`src/rtl/reset_sequencer.sv`:
```
// Power-on reset sequencer: qualifies PLL locks, stretches reset, then releases
// reset domains in order with a fixed gap, and watches for lock loss afterwards.
module reset_sequencer #(
  parameter int unsigned NUM_LOCKS      = 2,
  parameter int unsigned NUM_DOMAINS    = 3,
  parameter int unsigned LOCK_FILTER    = 16,
  parameter int unsigned STRETCH_CYCLES = 32,
  parameter int unsigned STAGE_GAP      = 8,
  parameter int unsigned BLINK_HALF     = 50_000_000
) (
  input  logic                   clock,
  input  logic                   reset_n,
  input  logic [NUM_LOCKS-1:0]   lock_in,
  input  logic                   fault_clear,
  output logic [NUM_DOMAINS-1:0] domain_reset_n,
  output logic                   ready,
  output logic                   fault_sticky,
  output logic                   led
);

  localparam int unsigned FILT_W  = $clog2(LOCK_FILTER + 1);
  localparam int unsigned STR_W   = $clog2(STRETCH_CYCLES + 1);
  localparam int unsigned GAP_W   = $clog2(STAGE_GAP + 1);
  localparam int unsigned BLINK_W = $clog2(BLINK_HALF + 1);

  typedef enum logic [2:0] {
    WAIT_LOCK,
    STRETCH,
    RELEASE,
    RUN,
    FAULT
  } state_e;

  state_e                 state_q, state_d;
  logic [NUM_LOCKS-1:0]   sync1_q, sync1_d;
  logic [NUM_LOCKS-1:0]   sync2_q, sync2_d;
  logic [FILT_W-1:0]      filt_cnt_q, filt_cnt_d;
  logic [STR_W-1:0]       str_cnt_q, str_cnt_d;
  logic [GAP_W-1:0]       gap_cnt_q, gap_cnt_d;
  logic [BLINK_W-1:0]     blink_cnt_q, blink_cnt_d;
  logic [NUM_DOMAINS-1:0] dom_q, dom_d;
  logic                   ready_q, ready_d;
  logic                   sticky_q, sticky_d;
  logic                   led_q, led_d;
  logic                   all_locked;
  logic                   fault_set;

  assign all_locked = &sync2_q;

  // Synchronous active-low reset; every flop returns to its idle value.
  always_ff @(posedge clock) begin
    if (!reset_n) begin
      state_q     <= WAIT_LOCK;
      sync1_q     <= '0;
      sync2_q     <= '0;
      filt_cnt_q  <= '0;
      str_cnt_q   <= '0;
      gap_cnt_q   <= '0;
      blink_cnt_q <= '0;
      dom_q       <= '0;
      ready_q     <= 1'b0;
      sticky_q    <= 1'b0;
      led_q       <= 1'b0;
    end else begin
      state_q     <= state_d;
      sync1_q     <= sync1_d;
      sync2_q     <= sync2_d;
      filt_cnt_q  <= filt_cnt_d;
      str_cnt_q   <= str_cnt_d;
      gap_cnt_q   <= gap_cnt_d;
      blink_cnt_q <= blink_cnt_d;
      dom_q       <= dom_d;
      ready_q     <= ready_d;
      sticky_q    <= sticky_d;
      led_q       <= led_d;
    end
  end

  always_comb begin
    state_d     = state_q;
    sync1_d     = lock_in;
    sync2_d     = sync1_q;
    filt_cnt_d  = filt_cnt_q;
    str_cnt_d   = str_cnt_q;
    gap_cnt_d   = gap_cnt_q;
    blink_cnt_d = blink_cnt_q;
    dom_d       = dom_q;
    ready_d     = ready_q;
    led_d       = led_q;
    fault_set   = 1'b0;

    case (state_q)
      WAIT_LOCK: begin
        dom_d   = '0;
        ready_d = 1'b0;
        led_d   = 1'b0;
        // Any low lock only restarts the filter here; it is never a fault.
        if (!all_locked) begin
          filt_cnt_d = '0;
        end else if (filt_cnt_q == FILT_W'(LOCK_FILTER - 1)) begin
          filt_cnt_d = '0;
          str_cnt_d  = '0;
          state_d    = STRETCH;
        end else begin
          filt_cnt_d = filt_cnt_q + FILT_W'(1);
        end
      end

      STRETCH: begin
        if (!all_locked) begin
          fault_set = 1'b1;
        end else if (str_cnt_q == STR_W'(STRETCH_CYCLES - 1)) begin
          str_cnt_d = '0;
          gap_cnt_d = '0;
          dom_d     = NUM_DOMAINS'(1);
          if (NUM_DOMAINS == 1) begin
            state_d     = RUN;
            ready_d     = 1'b1;
            blink_cnt_d = '0;
            led_d       = 1'b0;
          end else begin
            state_d = RELEASE;
          end
        end else begin
          str_cnt_d = str_cnt_q + STR_W'(1);
        end
      end

      RELEASE: begin
        if (!all_locked) begin
          fault_set = 1'b1;
        end else if (gap_cnt_q == GAP_W'(STAGE_GAP - 1)) begin
          gap_cnt_d = '0;
          // Shift in one more released domain above those already high.
          dom_d     = NUM_DOMAINS'({dom_q, 1'b1});
          if (&dom_d) begin
            state_d     = RUN;
            ready_d     = 1'b1;
            blink_cnt_d = '0;
            led_d       = 1'b0;
          end
        end else begin
          gap_cnt_d = gap_cnt_q + GAP_W'(1);
        end
      end

      RUN: begin
        if (!all_locked) begin
          fault_set = 1'b1;
        end else if (blink_cnt_q == BLINK_W'(BLINK_HALF - 1)) begin
          blink_cnt_d = '0;
          led_d       = ~led_q;
        end else begin
          blink_cnt_d = blink_cnt_q + BLINK_W'(1);
        end
      end

      FAULT: begin
        filt_cnt_d = '0;
        state_d    = WAIT_LOCK;
      end

      default: begin
        state_d = WAIT_LOCK;
      end
    endcase

    if (fault_set) begin
      state_d     = FAULT;
      dom_d       = '0;
      ready_d     = 1'b0;
      led_d       = 1'b0;
      blink_cnt_d = '0;
      str_cnt_d   = '0;
      gap_cnt_d   = '0;
    end

    // A fault on the same edge as a clear request keeps the flag set.
    sticky_d = fault_set | (sticky_q & ~fault_clear);
  end

  assign domain_reset_n = dom_q;
  assign ready          = ready_q;
  assign fault_sticky   = sticky_q;
  assign led            = led_q;

endmodule

```
`config.mk`:
```
export PLATFORM = sky130hd
export DESIGN_NAME = reset_sequencer
export DESIGN_NICKNAME = d
export VERILOG_FILES = /design/src/rtl/reset_sequencer.sv
export SDC_FILE = /design/constraint.sdc
export NUM_CORES = 1
export LEC_CHECK = 0
export ABC_AREA = 1
export BUFFER_PORTS_ARGS = -buffer_cell sky130_fd_sc_hd__buf_2
export CORE_MARGIN = 8
export CORE_UTILIZATION = 55
export CTS_BUF_LIST = sky130_fd_sc_hd__clkbuf_8
export DETAILED_ROUTE_END_ITERATION = 12
export HOLD_SLACK_MARGIN = 0.1
export PLACE_DENSITY_LB_ADDON = 0.12
export SKIP_CTS_REPAIR_TIMING = 1
export SYNTH_ARGS = -nofsm -noshare
export SYNTH_HDL_FRONTEND = slang
export SYNTH_SLANG_ARGS = --single-unit
export TNS_END_PERCENT = 50
```
`constraint.sdc`:
```
create_clock -name clock -period 4.3 [get_ports clock]
set_input_delay 0.645 -clock clock [delete_from_list [all_inputs] [get_ports clock]]
set_output_delay 0.645 -clock clock [all_outputs]
set_load 0.05 [all_outputs]
```
==> reports/results.ini <==
[status]
status=completed

[global_route]
track_usage=0.173
antenna_found_initial=0
first_global_vias=2909
grt_pass1_wl_mm=12.2
grt_overflow=0
grt_max_degree=26

[drt]
via_count=3017
wl_mm=6.86
ant_nets=0
initialDrtViolationCount=183
route.detailed.drc=0
via_per_inst=5.13
wl_per_cell_um=11.7
drt_first_pass_iters=4

[sta]
final.period_utilization=0.530
period_minus_slack_ps=2280
final.setup.tns_ps=0
drv_slew=0
clock_skew_ps=8.88
hold_violations=0
tightest_slew_ps=636
max_freq_ghz=0.439
final-setup-viol-count=0
maxSlewHeadroom=0.576
rsz0062_at_grt=no

[hold_path]
min_path_type=reg -> reg

[critical_path]
cp_data_arrival_time_ps=2490
path_class=reg -> reg
required_ps=4510
critPathTopFamily=simple AND/OR/NAND/NOR gates
critPathMaxFanout=25
worstPathCellList=ha_1, nand3_1, o21ai_2, nand3_2, inv_2, nand2_2, nand2_1, inv_1, nand2_1, inv_1
path_buf_inv=3
cp-start-kind=flop
worst_path_largest_cell_delay_ps=420
worst_path_max_delay_cell=nand3_2
endpoint_kind=flop

[pwr]
irDropWorstVdd_uv=249
power_frac_seq=0.509
switching_share=0.342
p_per_area_mw_per_mm2=323
power.share.clock=0.263
p_leak_nw=1.33
power.net_switching_uw=361
intPower_uw=696
p_comb_frac=0.228

[synth]
yosysTopAreaCellShare=0.352
synthFlopType=dfxtp_1
syn-num-nets=513
synth.avg_cell_area_um2=6.10
synth_edf_count=0
synth_top_area_cell=dfxtp_1
syn-cell-area_mm2=0.00307
synth_area_leaders=dfxtp_1 (35%), nand2_1 (18%), nor2_1 (12%)
yosys_register_bits=54
postSynthCellCount=504
synthArstFlopShare=0
ys_warn_count=0
ys_types=29
seq_area_frac_synth=0.352

[cells_and_area]
syn2layout_area_growth_pct=6.39
final_layout_size_suffix_gt1_frac=0.0756
final_cell_mix=nand2_1 (147), nor2_1 (98), inv_1 (63)
mostFrequentLayoutCell=nand2_1
stdcell_count=588
n_antenna_cell=0
utilization=0.601
fin_nets=524

[floorplanning]
num_io_pins=11
rows=27
coreArea_mm2=0.00544
design.die.area_mm2=0.00824
die_h_um=90.8
start_util=0.565
die_x_um=90.8

[cts]
insertion_delay_ps=310
clock-sinks=54
clk_pin_slew_ps=100
cts_buffers=5
htree_levels=2
cts_buffer_depth=2
clock_tree.root_cell=clkbuf_8
tritoncts=built

[place]
placedCellCount=580
place_congestion=0.943
io_buffers=10
dpl.hpwl_mm=5.33

[job]
maxCapViolations=0

final timing paths:
check	start	end	slack, ps	depth (start not counted)
worst max-delay path	gap_cnt_q[0]$_SDFFE_PP0P_	blink_cnt_q[17]$_SDFFE_PP0P_	2020	10
worst min-delay path	sync1_q[0]$_SDFF_PN0_	sync2_q[0]$_SDFF_PN0_	420	2
worst max register to register	gap_cnt_q[0]$_SDFFE_PP0P_	blink_cnt_q[17]$_SDFFE_PP0P_	2020	10
worst min register to register	sync1_q[0]$_SDFF_PN0_	sync2_q[0]$_SDFF_PN0_	420	2
area by class of cell:
cell class	count	area, µm²
repair buffers	11	57.6
flip-flops and latches	54	1080
multi-input cells	373	1690
clock buffers	5	68.8
fillers	556	2170
inverters	70	265
clock inverters	3	21.3
well taps	72	90.1
cells by family after synthesis:
| kind of cell | count (synthesis) | synth area share |
|---|---|---|
| compound gates | 53 | 0.0957 |
| xor+xnor | 8 | 0.0228 |
| fa+ha+maj | 4 | 0.0163 |
| buf+inv | 77 | 0.0997 |
| flops | 54 | 0.352 |
| simple gates | 308 | 0.414 |
cells in the mapped netlist, types with 2 or more instances:
master,number
nand2_1,147
nor2_1,98
inv_1,63
dfxtp_1,54
nand3_1,35
a21oi_1,31
nor3_1,10
o21ai_0,10
nand4_1,7
buf_2,6
inv_2,6
nor2_2,6
xor2_1,5
ha_1,4
o21bai_1,3
xnor2_1,3
a21oi_2,2
nand2_2,2
o21ai_1,2
power by group through the flow:
stage	registers, mW	clock network (mW)	logic [mW]
after global routing	0.542	0.312	0.267
after detailed placement	0.549	0	0.241
after CTS	0.538	0.293	0.242
after floorplan	0.595	0	0.149
final	0.538	0.278	0.241
after global placement	0.549	0	0.240
metal layers:
metal	wire length, µm	track usage	vias up
li1	-	-	1592
met1	3040	0.195	1359
met2	3480	0.323	56
met3	241	0.0241	10
met4	106	0.0513	0
met5	0	0	-
registers in the layout, indices dropped and copies added (netlist names):
name	flops
blink_cnt_q	26
filt_cnt_q	5
sync1_q	2
str_cnt_q	6
led	1
gap_cnt_q	4
domain_reset_n	3
fault_sticky	1
sync2_q	2
ready	1
state_q	3
tightest hold or removal path: stages (launching register included):
cell     delay (ps)
dfxtp_1         310
nand2_1          50
inv_1            30
through the flow:
step	total power, mW	worst slack [ps]	hold slack, ps	area (µm²)
floorplan	0.744	2610	390	3070
global placement	0.789	2080	406	3180
detailed placement	0.790	2020	402	3180
CTS	1.07	2000	425	3270
global route	1.12	1720	452	3270
finish	1.06	2020	422	3270
No activity file was read; power rests on OpenSTA's default activity.
